File: src/rtl/expr_pipe_acc.sv
// Three-stage valid/ready pipeline evaluating the SEED-mixing expression on a stream,
// with per-item mode selecting constant, plain, accumulate or folded output.
module expr_pipe_acc #(
  parameter int unsigned IN_W  = 4,
  parameter int unsigned OUT_W = 19,
  parameter int unsigned SEED  = 13
) (
  input  logic              clk,
  input  logic              rst,
  input  logic              in_valid,
  output logic              in_ready,
  input  logic [IN_W-1:0]   input_data,
  input  logic [1:0]        mode,
  input  logic              acc_clr,
  output logic              out_valid,
  input  logic              out_ready,
  output logic [OUT_W-1:0]  output_data,
  output logic [15:0]       count,
  output logic              busy
);

  localparam int unsigned     CNT_W      = 16;
  localparam logic [OUT_W-1:0] SEED_W    = OUT_W'(SEED);
  localparam logic [1:0]      MODE_CONST = 2'd0;
  localparam logic [1:0]      MODE_PLAIN = 2'd1;
  localparam logic [1:0]      MODE_ACC   = 2'd2;
  localparam logic [1:0]      MODE_FOLD  = 2'd3;

  logic              adv;
  logic [OUT_W-1:0]  x_ext;
  logic [OUT_W-1:0]  a_c;
  logic [OUT_W-1:0]  b_c;
  logic [OUT_W-1:0]  acc_base_c;
  logic [OUT_W-1:0]  sum_c;
  logic [OUT_W-1:0]  res_c;
  logic              acc_load_c;

  logic              s1_v;
  logic [OUT_W-1:0]  s1_a;
  logic [OUT_W-1:0]  s1_x;
  logic [1:0]        s1_mode;
  logic              s2_v;
  logic [OUT_W-1:0]  s2_b;
  logic [1:0]        s2_mode;
  logic [OUT_W-1:0]  acc;

  // Whole pipe stalls only when a held result is not being taken.
  assign adv      = !(out_valid && !out_ready);
  assign in_ready = adv;
  assign busy     = s1_v | s2_v | out_valid;

  assign x_ext = OUT_W'(input_data);
  assign a_c   = ((SEED_W & x_ext) ^ SEED_W) | x_ext;
  assign b_c   = s1_a * SEED_W + s1_a - s1_x;

  // A clear in the same cycle as an accumulate load discards the old total.
  assign acc_base_c = acc_clr ? '0 : acc;
  assign sum_c      = acc_base_c + s2_b;
  assign acc_load_c = adv && s2_v && (s2_mode == MODE_ACC);

  always_comb begin
    res_c = s2_b;
    case (s2_mode)
      MODE_CONST: res_c = SEED_W;
      MODE_PLAIN: res_c = s2_b;
      MODE_ACC:   res_c = sum_c;
      MODE_FOLD:  res_c = s2_b ^ (s2_b >> 3);
      default:    res_c = s2_b;
    endcase
  end

  always_ff @(posedge clk) begin
    if (rst) begin
      s1_v        <= 1'b0;
      s1_a        <= '0;
      s1_x        <= '0;
      s1_mode     <= MODE_CONST;
      s2_v        <= 1'b0;
      s2_b        <= '0;
      s2_mode     <= MODE_CONST;
      out_valid   <= 1'b0;
      output_data <= '0;
      acc         <= '0;
      count       <= '0;
    end else begin
      if (adv) begin
        s1_v    <= in_valid;
        s1_a    <= a_c;
        s1_x    <= x_ext;
        s1_mode <= mode;
        s2_v    <= s1_v;
        s2_b    <= b_c;
        s2_mode <= s1_mode;
        out_valid <= s2_v;
        if (s2_v) output_data <= res_c;
      end
      if (acc_load_c) acc <= sum_c;
      else if (acc_clr) acc <= '0;
      if (out_valid && out_ready && (count != {CNT_W{1'b1}}))
        count <= count + CNT_W'(1);
    end
  end

endmodule

File: config.mk
export PLATFORM = sky130hd
export DESIGN_NAME = expr_pipe_acc
export DESIGN_NICKNAME = d
export VERILOG_FILES = /design/src/rtl/expr_pipe_acc.sv
export SDC_FILE = /design/constraint.sdc
export NUM_CORES = 1
export LEC_CHECK = 0
export CORE_MARGIN = 4
export CORE_UTILIZATION = 35
export DETAILED_ROUTE_END_ITERATION = 10
export PLACE_DENSITY = 0.65
export SYNTH_ARGS = -nofsm -noshare
export SYNTH_HDL_FRONTEND = slang
export SYNTH_SLANG_ARGS = --single-unit
File: constraint.sdc
create_clock -name clk -period 6 [get_ports clk]
set_input_delay 0.6 -clock clk [delete_from_list [all_inputs] [get_ports clk]]
set_output_delay 0.6 -clock clk [all_outputs]
set_load 0.005 [all_outputs]
==> run_results.csv, run 1 <==
group,metric,value,unit
worst_setup_path,slowest_delay,460,ps
detailed_routing,ant_nets,0,
timing,tightest_slew,1070,ps
detailed_routing,vias,4249,
timing,drv_slew,0,
detailed_routing,viasPerCell,5.21,
hold_path,min_from,"s1_mode[0]",
detailed_routing,routedWlPerCell,14.6,um
power_and_ir_drop,pwr-share-comb,0.158,
power_and_ir_drop,p_sw_frac,0.298,
synthesis,ys_warn_count,0,
synthesis,synth_fa_ha_area_frac,0.113,
worst_setup_path,crit_buf_inv,2,
power_and_ir_drop,p_int,0.000956,W
finish,syn2layout_area_growth,18.6,%
synthesis,synth_fp_nets,654,
synthesis,synth_mux_area_frac,0.00207,
finish,final_core_utilization,0.429,
worst_setup_path,startpoint_type,"primary input",
run,max_cap_viol_count,0,
placed_design,dp_hpwl,8480,um
synthesis,ys_seq_area_frac,0.343,
synthesis,avgSynthCellArea,8.03,sq um
power_and_ir_drop,ir_worst_vdd,174,uV
finish,multi_input_comb_area,2980,sq um
detailed_routing,first_pass_iters,7,
clocking,cts_setup_buffers,0,
floorplanning,coreArea,13400,sq um
floorplanning,die_y,126,um
synthesis,syn_inst,603,
clocking,tritoncts,"built",
floorplanning,core.rowCount,42,
clocking,cts_sinks,83,
finish,drive_above_1_share,0.0594,
clocking,path_clk_slew,70,ps
grt,grt_pass1_wl,20300,um
worst_setup_path,cp_max_fo,19,
hold_path,worstHoldPathCells,2,
synthesis,synthSimpleGateAreaFrac,0.224,
clocking,numCtsBuffers,9,
placed_design,gp_congestion,0.894,
power_and_ir_drop,power.total,0.00136,W
clocking,ctsHtreeMaxLevel,3,
power_and_ir_drop,p_sw,0.000406,W
clocking,cts_resized,0,
detailed_routing,initialDrtViolationCount,326,
synthesis,synth_ff_type,"dfxtp_1",
grt,grt_pass1_vias,4156,
timing,setup_viol,0,
power_and_ir_drop,clock_power_share,0.392,
finish,final_nets,686,
timing,fmax,285,MHz
synthesis,yosys-top-cells-area,"dfxtp_1 34%, ha_1 8.8%, nand2_1 7.7%",
worst_setup_path,required,6240,ps
detailed_routing,drc,0,
floorplanning,die_w,126,um
synthesis,synth_compound_area_frac,0.202,
worst_setup_path,worstSetupEndpointType,"register",
worst_setup_path,critPathKind,"in2reg",
synthesis,synth_commonest_cells,"99 x nand2_1, 83 x dfxtp_1, 67 x a21oi_1, 61 x nor2_1, 34 x ha_1",
worst_setup_path,crit_path_frequent_cell,"a21o_1",
timing,rsz0062_at_grt,"false",
worst_setup_path,path_delay_family,"compound AO/OA/AOI/OAI gates",
placed_design,portBuffers,48,
floorplanning,die-area,15800,sq um
grt,grt_use_total,0.154,
synthesis,synth_top_family_by_area,"simple AND/OR/NAND/NOR gates",
clocking,hold_buffers,0,
clocking,root_buffer,"clkbuf_16",
timing,slew_headroom,0.281,
finish,seqCellArea,1660,sq um
synthesis,synth_top_area_frac,0.343,
synthesis,yosys.area.top_type,"dfxtp_1",
synthesis,synth_most_common_cell,"nand2_1",
timing,finalCritPeriodShare,0.585,
hold_path,min_to,"s1_mode[0]",
floorplanning,ios,49,
grt,grt_overflow_total,0,
power_and_ir_drop,seqPwrFrac,0.450,
worst_setup_path,cp_cell_sequence,"clkdlybuf4s50_1 -> buf_4 -> nor2b_1 -> ha_1 -> fa_1 -> a21o_1 -> a221o_2 -> a21o_1 -> a221oi_2 -> xnor2_1 -> nand2_1 -> a22o_1",
worst_setup_path,reg2reg_from,"s1_a[2]",
synthesis,ys_types,57,
grt,antenna_found_initial,0,
clocking,cts_buffer_depth,2,
worst_setup_path,critPathSlowestCell,"clkdlybuf4s50_1",
floorplanning,start_util,0.361,
clocking,insertion_delay,350,ps
timing,skew,7.07,ps
synthesis,syn_area,4840,sq um
finish,n_antenna_cell,0,
timing,period_needed,3510,ps
outcome,status,"complete, no violations",
synthesis,synth_edf_count,0,
grt,grt_max_degree,88,
timing,setup-tns-final,0,ps
power_and_ir_drop,power.density,237,nW/um^2
worst_setup_path,reg2reg_depth,12,
power_and_ir_drop,power_leakage,2.21,nW
hold_path,hold_class,"reg2reg",
synthesis,synth-xor-area-share,0.0742,
finish,fillCellCount,1344,
worst_setup_path,cp_data_arrival_time,3750,ps
synthesis,ys_ff_latch,83,
worst_setup_path,rrSetupSlack,2650,ps
worst_setup_path,r2r-end,"s2_b[7]",
synthesis,ys_async_sr_fraction,0,
timing,hold_violations,0,
detailed_routing,drt-total-wl,11900,um
-- state kept, by name, summed over array words and instances, names as in the netlist --
name         count
acc             19
output_data     19
s2_b            17
count           16
s1_x             4
s1_mode          2
s2_mode          2
out_valid        1
s1_a             1
s1_v             1
s2_v             1
-- layer usage --
| metal | part of all wire | track usage | vias up |
|---|---|---|---|
| met3 | 0.053 | 0.0290 | 14 |
| li1 | - | - | 2152 |
| met2 | 0.45 | 0.242 | 106 |
| met1 | 0.48 | 0.209 | 1977 |
| met5 | 0 | 0 | - |
| met4 | 0.017 | 0.0587 | 0 |
-- cells in the final DEF, fill, tap and decap left out, types with 13 or more instances in the layout --
| master | instances |
|---|---|
| xnor2_1 | 22 |
| clkdlybuf4s50_1 | 47 |
| nor2b_1 | 25 |
| nand2_1 | 99 |
| nand3_1 | 13 |
| xor2_1 | 19 |
| ha_1 | 34 |
| a21oi_1 | 67 |
| inv_1 | 19 |
| a211oi_1 | 13 |
| o21ai_0 | 15 |
| dfxtp_1 | 83 |
| nor2_1 | 61 |
-- worst min-delay path: cells and delay by family (launching register included) --
family           cells  cell delay [ps]
flip-flops           1              310
AND/OR/NAND/NOR      1               50
AO/OA/AOI/OAI        1               50
-- cell type report --
cell class	count	area share
Clock buffer	9	0.0392
Clock inverter	7	0.0107
Sequential cell	83	0.289
Inverter	20	0.0131
Multi-Input combinational cell	467	0.519
Timing Repair Buffer	54	0.0906
Tap cell	176	0.0383
-- kinds of logic (layout without fill, tap and decap cells) --
logic type	Yosys count	after routing
AOI/OAI and AO/OA	148	148
xor gates and xnor gates	41	41
adders and majority gates	40	40
buffers and inverters	53	90
DFF	83	83
muxes	1	1
and+or+nand+nor	237	237
-- through the flow --
stage                     hold slack, ps  instance area [sq um]  std cells  setup slack (ps)
final                                457                   5740        816              2490
after global routing                 491                   5740        816              2280
after CTS                            456                   5740        816              2500
after detailed placement             448                   5460        800              2140
after global placement               445                   5460        800              2220
after floorplan                      432                   4840        603              2910
-- worst max path at each step --
| stage | from | endpoint | depth (start not counted) | slack (ps) |
|---|---|---|---|---|
| 3_3_place_gp | acc_clr | acc[18] | 12 | 2220 |
| 3_5_place_dp | acc_clr | acc[18] | 12 | 2140 |
| 2_1_floorplan | s1_a[2] | s2_b[9] | 11 | 2910 |
| 5_1_grt | out_ready | acc[2] | 8 | 2280 |
| 6_report | acc_clr | acc[18] | 12 | 2490 |
| 4_1_cts | acc_clr | acc[18] | 12 | 2500 |
-- power by group through the flow --
stage | Combinational, W | Sequential [W] | Clock [W]
6_report | 0.000216 | 0.000613 | 0.000533
5_1_grt | 0.000247 | 0.000617 | 0.000573
4_1_cts | 0.000215 | 0.000612 | 0.000548
3_5_place_dp | 0.000213 | 0.000625 | 0
3_3_place_gp | 0.000209 | 0.000623 | 0
2_1_floorplan | 0.000159 | 0.000611 | 0
No activity file was read; power rests on OpenSTA's default activity.
==> inputs of run 2 (changes only) <==
- clock period: 6 -> 3.43 ns (I/O delays scaled with it)
==> run_results.csv, run 2 (synthesis gave the netlist of run 1 again) <==
group,metric,value,unit
detailed_routing,drc,0,
detailed_routing,ant_nets,0,
timing,slew_headroom,0.470,
timing,drv_slew,0,
grt,grt_use_total,0.154,
timing,setup-tns-final,0,ps
worst_setup_path,r2r-end,"s2_b[7]",
outcome,status,"complete, no violations",
floorplanning,core.rowCount,42,
placed_design,portBuffers,48,
clocking,hold_buffers,0,
timing,skew,7.77,ps
grt,grt_overflow_total,0,
detailed_routing,drt-total-wl,11900,um
timing,hold_violations,0,
floorplanning,ios,49,
floorplanning,die-area,15800,sq um
power_and_ir_drop,p_sw_frac,0.264,
clocking,cts_resized,0,
run,max_cap_viol_count,0,
timing,fmax,324,MHz
hold_path,hold_class,"reg2reg",
finish,final_nets,693,
placed_design,gp_congestion,0.906,
worst_setup_path,reg2reg_depth,12,
hold_path,min_to,"s1_x[2]",
timing,setup_viol,0,
clocking,numCtsBuffers,9,
finish,syn2layout_area_growth,20.6,%
grt,antenna_found_initial,0,
worst_setup_path,worstSetupEndpointType,"register",
finish,final_common_cell,"nand2_1",
placed_design,dp_hpwl,8950,um
timing,rsz0062_at_grt,"false",
finish,final_cell_mix,"99 x nand2_1, 83 x dfxtp_1, 67 x a21oi_1",
grt,grt_pass1_wl,20300,um
finish,n_antenna_cell,0,
finish,drive_above_1_share,0.0680,
clocking,cts_sinks,83,
grt,grt_max_degree,46,
power_and_ir_drop,p_int,0.00185,W
finish,fillCellCount,1325,
timing,finalCritPeriodShare,0.900,
clocking,ctsHtreeMaxLevel,3,
power_and_ir_drop,seqPwrFrac,0.427,
detailed_routing,initialDrtViolationCount,247,
worst_setup_path,cp_data_arrival_time,3340,ps
clocking,cts_setup_buffers,0,
power_and_ir_drop,pwr-share-comb,0.153,
clocking,insertion_delay,340,ps
detailed_routing,viasPerCell,5.22,
detailed_routing,routedWlPerCell,14.5,um
floorplanning,die_w,126,um
timing,period_needed,3090,ps
worst_setup_path,cp_max_fo,5,
finish,largestRegisters,"acc: 19 flops, output_data: 19 flops, s2_b: 17 flops",
power_and_ir_drop,ir_worst_vdd,243,uV
hold_path,min_from,"s1_x[2]",
floorplanning,start_util,0.361,
power_and_ir_drop,p_sw,0.000663,W
clocking,path_clk_slew,60,ps
worst_setup_path,required,3680,ps
power_and_ir_drop,clock_power_share,0.420,
clocking,cts_buffer_depth,2,
clocking,tritoncts,"built",
detailed_routing,vias,4295,
worst_setup_path,rrSetupSlack,340,ps
worst_setup_path,startpoint_type,"register",
floorplanning,coreArea,13400,sq um
clocking,root_buffer,"clkbuf_16",
timing,tightest_slew,795,ps
detailed_routing,first_pass_iters,5,
worst_setup_path,crit_start,"s1_x[1]",
worst_setup_path,critPathKind,"reg2reg",
floorplanning,die_y,126,um
power_and_ir_drop,power_leakage,2.27,nW
worst_setup_path,reg2reg_from,"s1_x[1]",
power_and_ir_drop,power.density,431,nW/um^2
hold_path,worstHoldPathCells,2,
timing,whs,455,ps
grt,grt_pass1_vias,4076,
-- run 2: cell types whose count changed in the layout (fill, tap and decap cells not counted) --
| cell | delta |
|---|---|
| buf_4 | +7 |
| bufinv_16 | +2 |
| clkbuf_8 | +2 |
| clkinv_4 | -2 |
| inv_6 | -2 |
| clkbuf_1 | +1 |
| clkinv_2 | +1 |
| clkinvlp_4 | -1 |
| inv_8 | -1 |
-- run 2: critical path, stage by stage (launching register included) --
cell,delay (ps)
dfxtp_1,410
inv_1,170
fa_1,520
inv_1,40
ha_1,280
ha_1,300
ha_1,300
a21o_1,170
a21o_1,220
o21ai_0,160
nand2_1,80
xor2_1,140
a211oi_1,210
-- run 2: cell type report --
type	instances	area [sq um]	area share
multi-input cells	467	2980	0.510
repair buffers	61	573	0.0982
flip-flops and latches	83	1660	0.285
clock inverters	4	72.6	0.0124
inverters	20	75.1	0.0129
clock buffers	12	256	0.0439
well taps	176	220	0.0377
-- run 2: worst max-delay path by stage --
stage	to	slack, ps	cells after the start
finish	s2_b[7]	340	12
CTS	s2_b[9]	310	11
global route	s2_b[9]	100	11
global placement	output_data[18]	120	11
floorplan	s2_b[9]	340	11
detailed placement	output_data[18]	80	11
-- run 2: stage by stage --
stage          cells  instance area [sq um]  power [W]  setup WS (ps)  utilization
4_1_cts          823                   5840    0.00254            311        0.436
2_1_floorplan    603                   4840    0.00135            340            -
6_report         823                   5840    0.00251            341        0.436
3_5_place_dp     807                   5510    0.00148           76.8        0.411
3_3_place_gp     807                   5510    0.00147            123        0.411
5_1_grt          823                   5840    0.00265           96.3        0.436
-- run 2: power groups by stage --
| stage | Clock (W) | Combinational (W) | Sequential (W) |
|---|---|---|---|
| after floorplan | 0 | 0.000279 | 0.00107 |
| after global routing | 0.00113 | 0.000435 | 0.00108 |
| after detailed placement | 0 | 0.000383 | 0.00109 |
| final | 0.00106 | 0.000384 | 0.00107 |
| after CTS | 0.00108 | 0.000385 | 0.00107 |
| after global placement | 0 | 0.000375 | 0.00109 |
-- run 2: layer usage --
layer | share of wire | vias to the layer above | global-route usage
li1 | - | 2164 | -
met1 | 0.48 | 1997 | 0.215
met2 | 0.45 | 117 | 0.240
met3 | 0.052 | 17 | 0.0252
met4 | 0.020 | 0 | 0.0523
met5 | 0 | - | 0
==> inputs of run 3 (changes only) <==
- CORE_ASPECT_RATIO: unset -> 2
- DONT_BUFFER_PORTS: unset -> 1
- PLACE_DENSITY: 0.65 -> 0.61
==> run_results.csv, run 3 (synthesis gave the netlist of run 1 again) <==
group,metric,value,unit
finish,drive_above_1_share,0.0673,
worst_setup_path,cp_max_fo,5,
detailed_routing,routedWlPerCell,17.1,um
clocking,tritoncts,"built",
detailed_routing,viasPerCell,5.56,
floorplanning,core.rowCount,60,
hold_path,min_from,"rst",
worst_setup_path,critPathKind,"reg2reg",
clocking,ctsHtreeMaxLevel,3,
worst_setup_path,slowest_delay,540,ps
timing,setup_viol,0,
worst_setup_path,crit_path_frequent_cell,"ha_1",
worst_setup_path,required,3680,ps
finish,fillCellCount,1387,
timing,skew,10.1,ps
worst_setup_path,rrSetupSlack,220,ps
finish,final_common_cell,"nand2_1",
timing,setup-tns-final,0,ps
detailed_routing,initialDrtViolationCount,215,
grt,grt_max_degree,88,
clocking,insertion_delay,340,ps
clocking,cts_buffer_depth,2,
placed_design,portBuffers,0,
hold_path,hold_class,"in2reg",
finish,largestRegisters,"acc: 19 flops, output_data: 19 flops, s2_b: 17 flops",
floorplanning,coreArea,13500,sq um
worst_setup_path,worstSetupEndpointType,"register",
finish,final_cell_mix,"99 x nand2_1, 82 x dfxtp_1, 67 x a21oi_1",
timing,hold_violations,0,
clocking,cts_setup_buffers,0,
grt,grt_pass1_wl,21000,um
detailed_routing,drc,0,
worst_setup_path,startpoint_type,"register",
floorplanning,die_w,91.2,um
power_and_ir_drop,ir_worst_vdd,342,uV
worst_setup_path,crit_buf_inv,2,
power_and_ir_drop,power.density,448,nW/um^2
worst_setup_path,critPathSlowestCell,"fa_1",
clocking,path_clk_slew,70,ps
worst_setup_path,reg2reg_from,"s1_x[1]",
placed_design,dp_hpwl,9490,um
grt,grt_use_total,0.163,
detailed_routing,ant_nets,0,
outcome,status,"complete, no violations",
timing,drv_slew,0,
finish,syn2layout_area_growth,8.58,%
placed_design,gp_congestion,0.851,
detailed_routing,vias,4165,
worst_setup_path,path_delay_family,"adder cells",
timing,rsz0062_at_grt,"false",
finish,final_nets,640,
finish,multi_input_comb_area,2980,sq um
worst_setup_path,crit_start,"s1_x[1]",
grt,grt_overflow_total,0,
floorplanning,start_util,0.358,
finish,n_antenna_cell,0,
floorplanning,die_y,174,um
worst_setup_path,cp_cell_sequence,"inv_1 -> fa_1 -> inv_1 -> ha_1 -> ha_1 -> ha_1 -> a21o_1 -> a21o_1 -> a21oi_1 -> ha_1 -> a211oi_1",
timing,tightest_slew,1020,ps
clocking,hold_buffers,0,
clocking,cts_sinks,83,
power_and_ir_drop,power_leakage,2.05,nW
timing,fmax,312,MHz
worst_setup_path,cp_data_arrival_time,3450,ps
grt,antenna_found_initial,0,
detailed_routing,first_pass_iters,4,
clocking,root_buffer,"clkbuf_16",
timing,period_needed,3210,ps
run,max_cap_viol_count,0,
clocking,numCtsBuffers,9,
finish,seqCellArea,1660,sq um
placed_design,place_inst,733,
floorplanning,die-area,15900,sq um
detailed_routing,drt-total-wl,12800,um
grt,grt_pass1_vias,4186,
floorplanning,ios,49,
timing,slew_headroom,0.318,
timing,finalCritPeriodShare,0.935,
finish,fin_cells,749,
[run 3: what timing repair did]
action | in CTS | in global routing
setup endpoints to repair | 0 | 2
resized for setup | 0 | 1
hold endpoints to repair | 0 | 0
[run 3: worst paths after layout]
check / cells after the start / to
worst max register to register: 11 / s2_b[9]
worst max-delay path: 11 / s2_b[9]
worst min-delay path: 1 / acc[16]
worst min register to register: 2 / s1_x[2]
[run 3: layer usage]
metal | wire (um) | vias to the layer above | global-route usage
met5 | 0 | - | 0
met4 | 578 | 0 | 0.0907
met3 | 524 | 36 | 0.0286
met2 | 7130 | 102 | 0.312
met1 | 4570 | 1966 | 0.161
li1 | - | 2061 | -
[run 3: cell type report]
cell class	count	area share
Clock buffer	10	0.0455
Clock inverter	6	0.00881
Inverter	20	0.0143
Multi-Input combinational cell	467	0.567
Sequential cell	83	0.316
Tap cell	155	0.0369
Timing Repair Buffer	8	0.0114
[run 3: power breakdown]
group          internal [W]  switching [W]
combinational      0.000141       0.000196
clock              0.000516       0.000425
sequential          0.00101      0.0000705
[run 3: metrics by stage]
step | hold slack, ps | power (W) | setup slack (ps) | utilization | area, sq um
2_1_floorplan | 432 | 0.00135 | 340 | - | 4840
3_3_place_gp | 421 | 0.00142 | 297 | 0.368 | 4970
3_5_place_dp | 421 | 0.00144 | 99.0 | 0.368 | 4970
4_1_cts | 62.2 | 0.00238 | 88.3 | 0.389 | 5260
5_1_grt | 51.7 | 0.00246 | 22.8 | 0.389 | 5260
6_report | 57.8 | 0.00236 | 222 | 0.389 | 5260
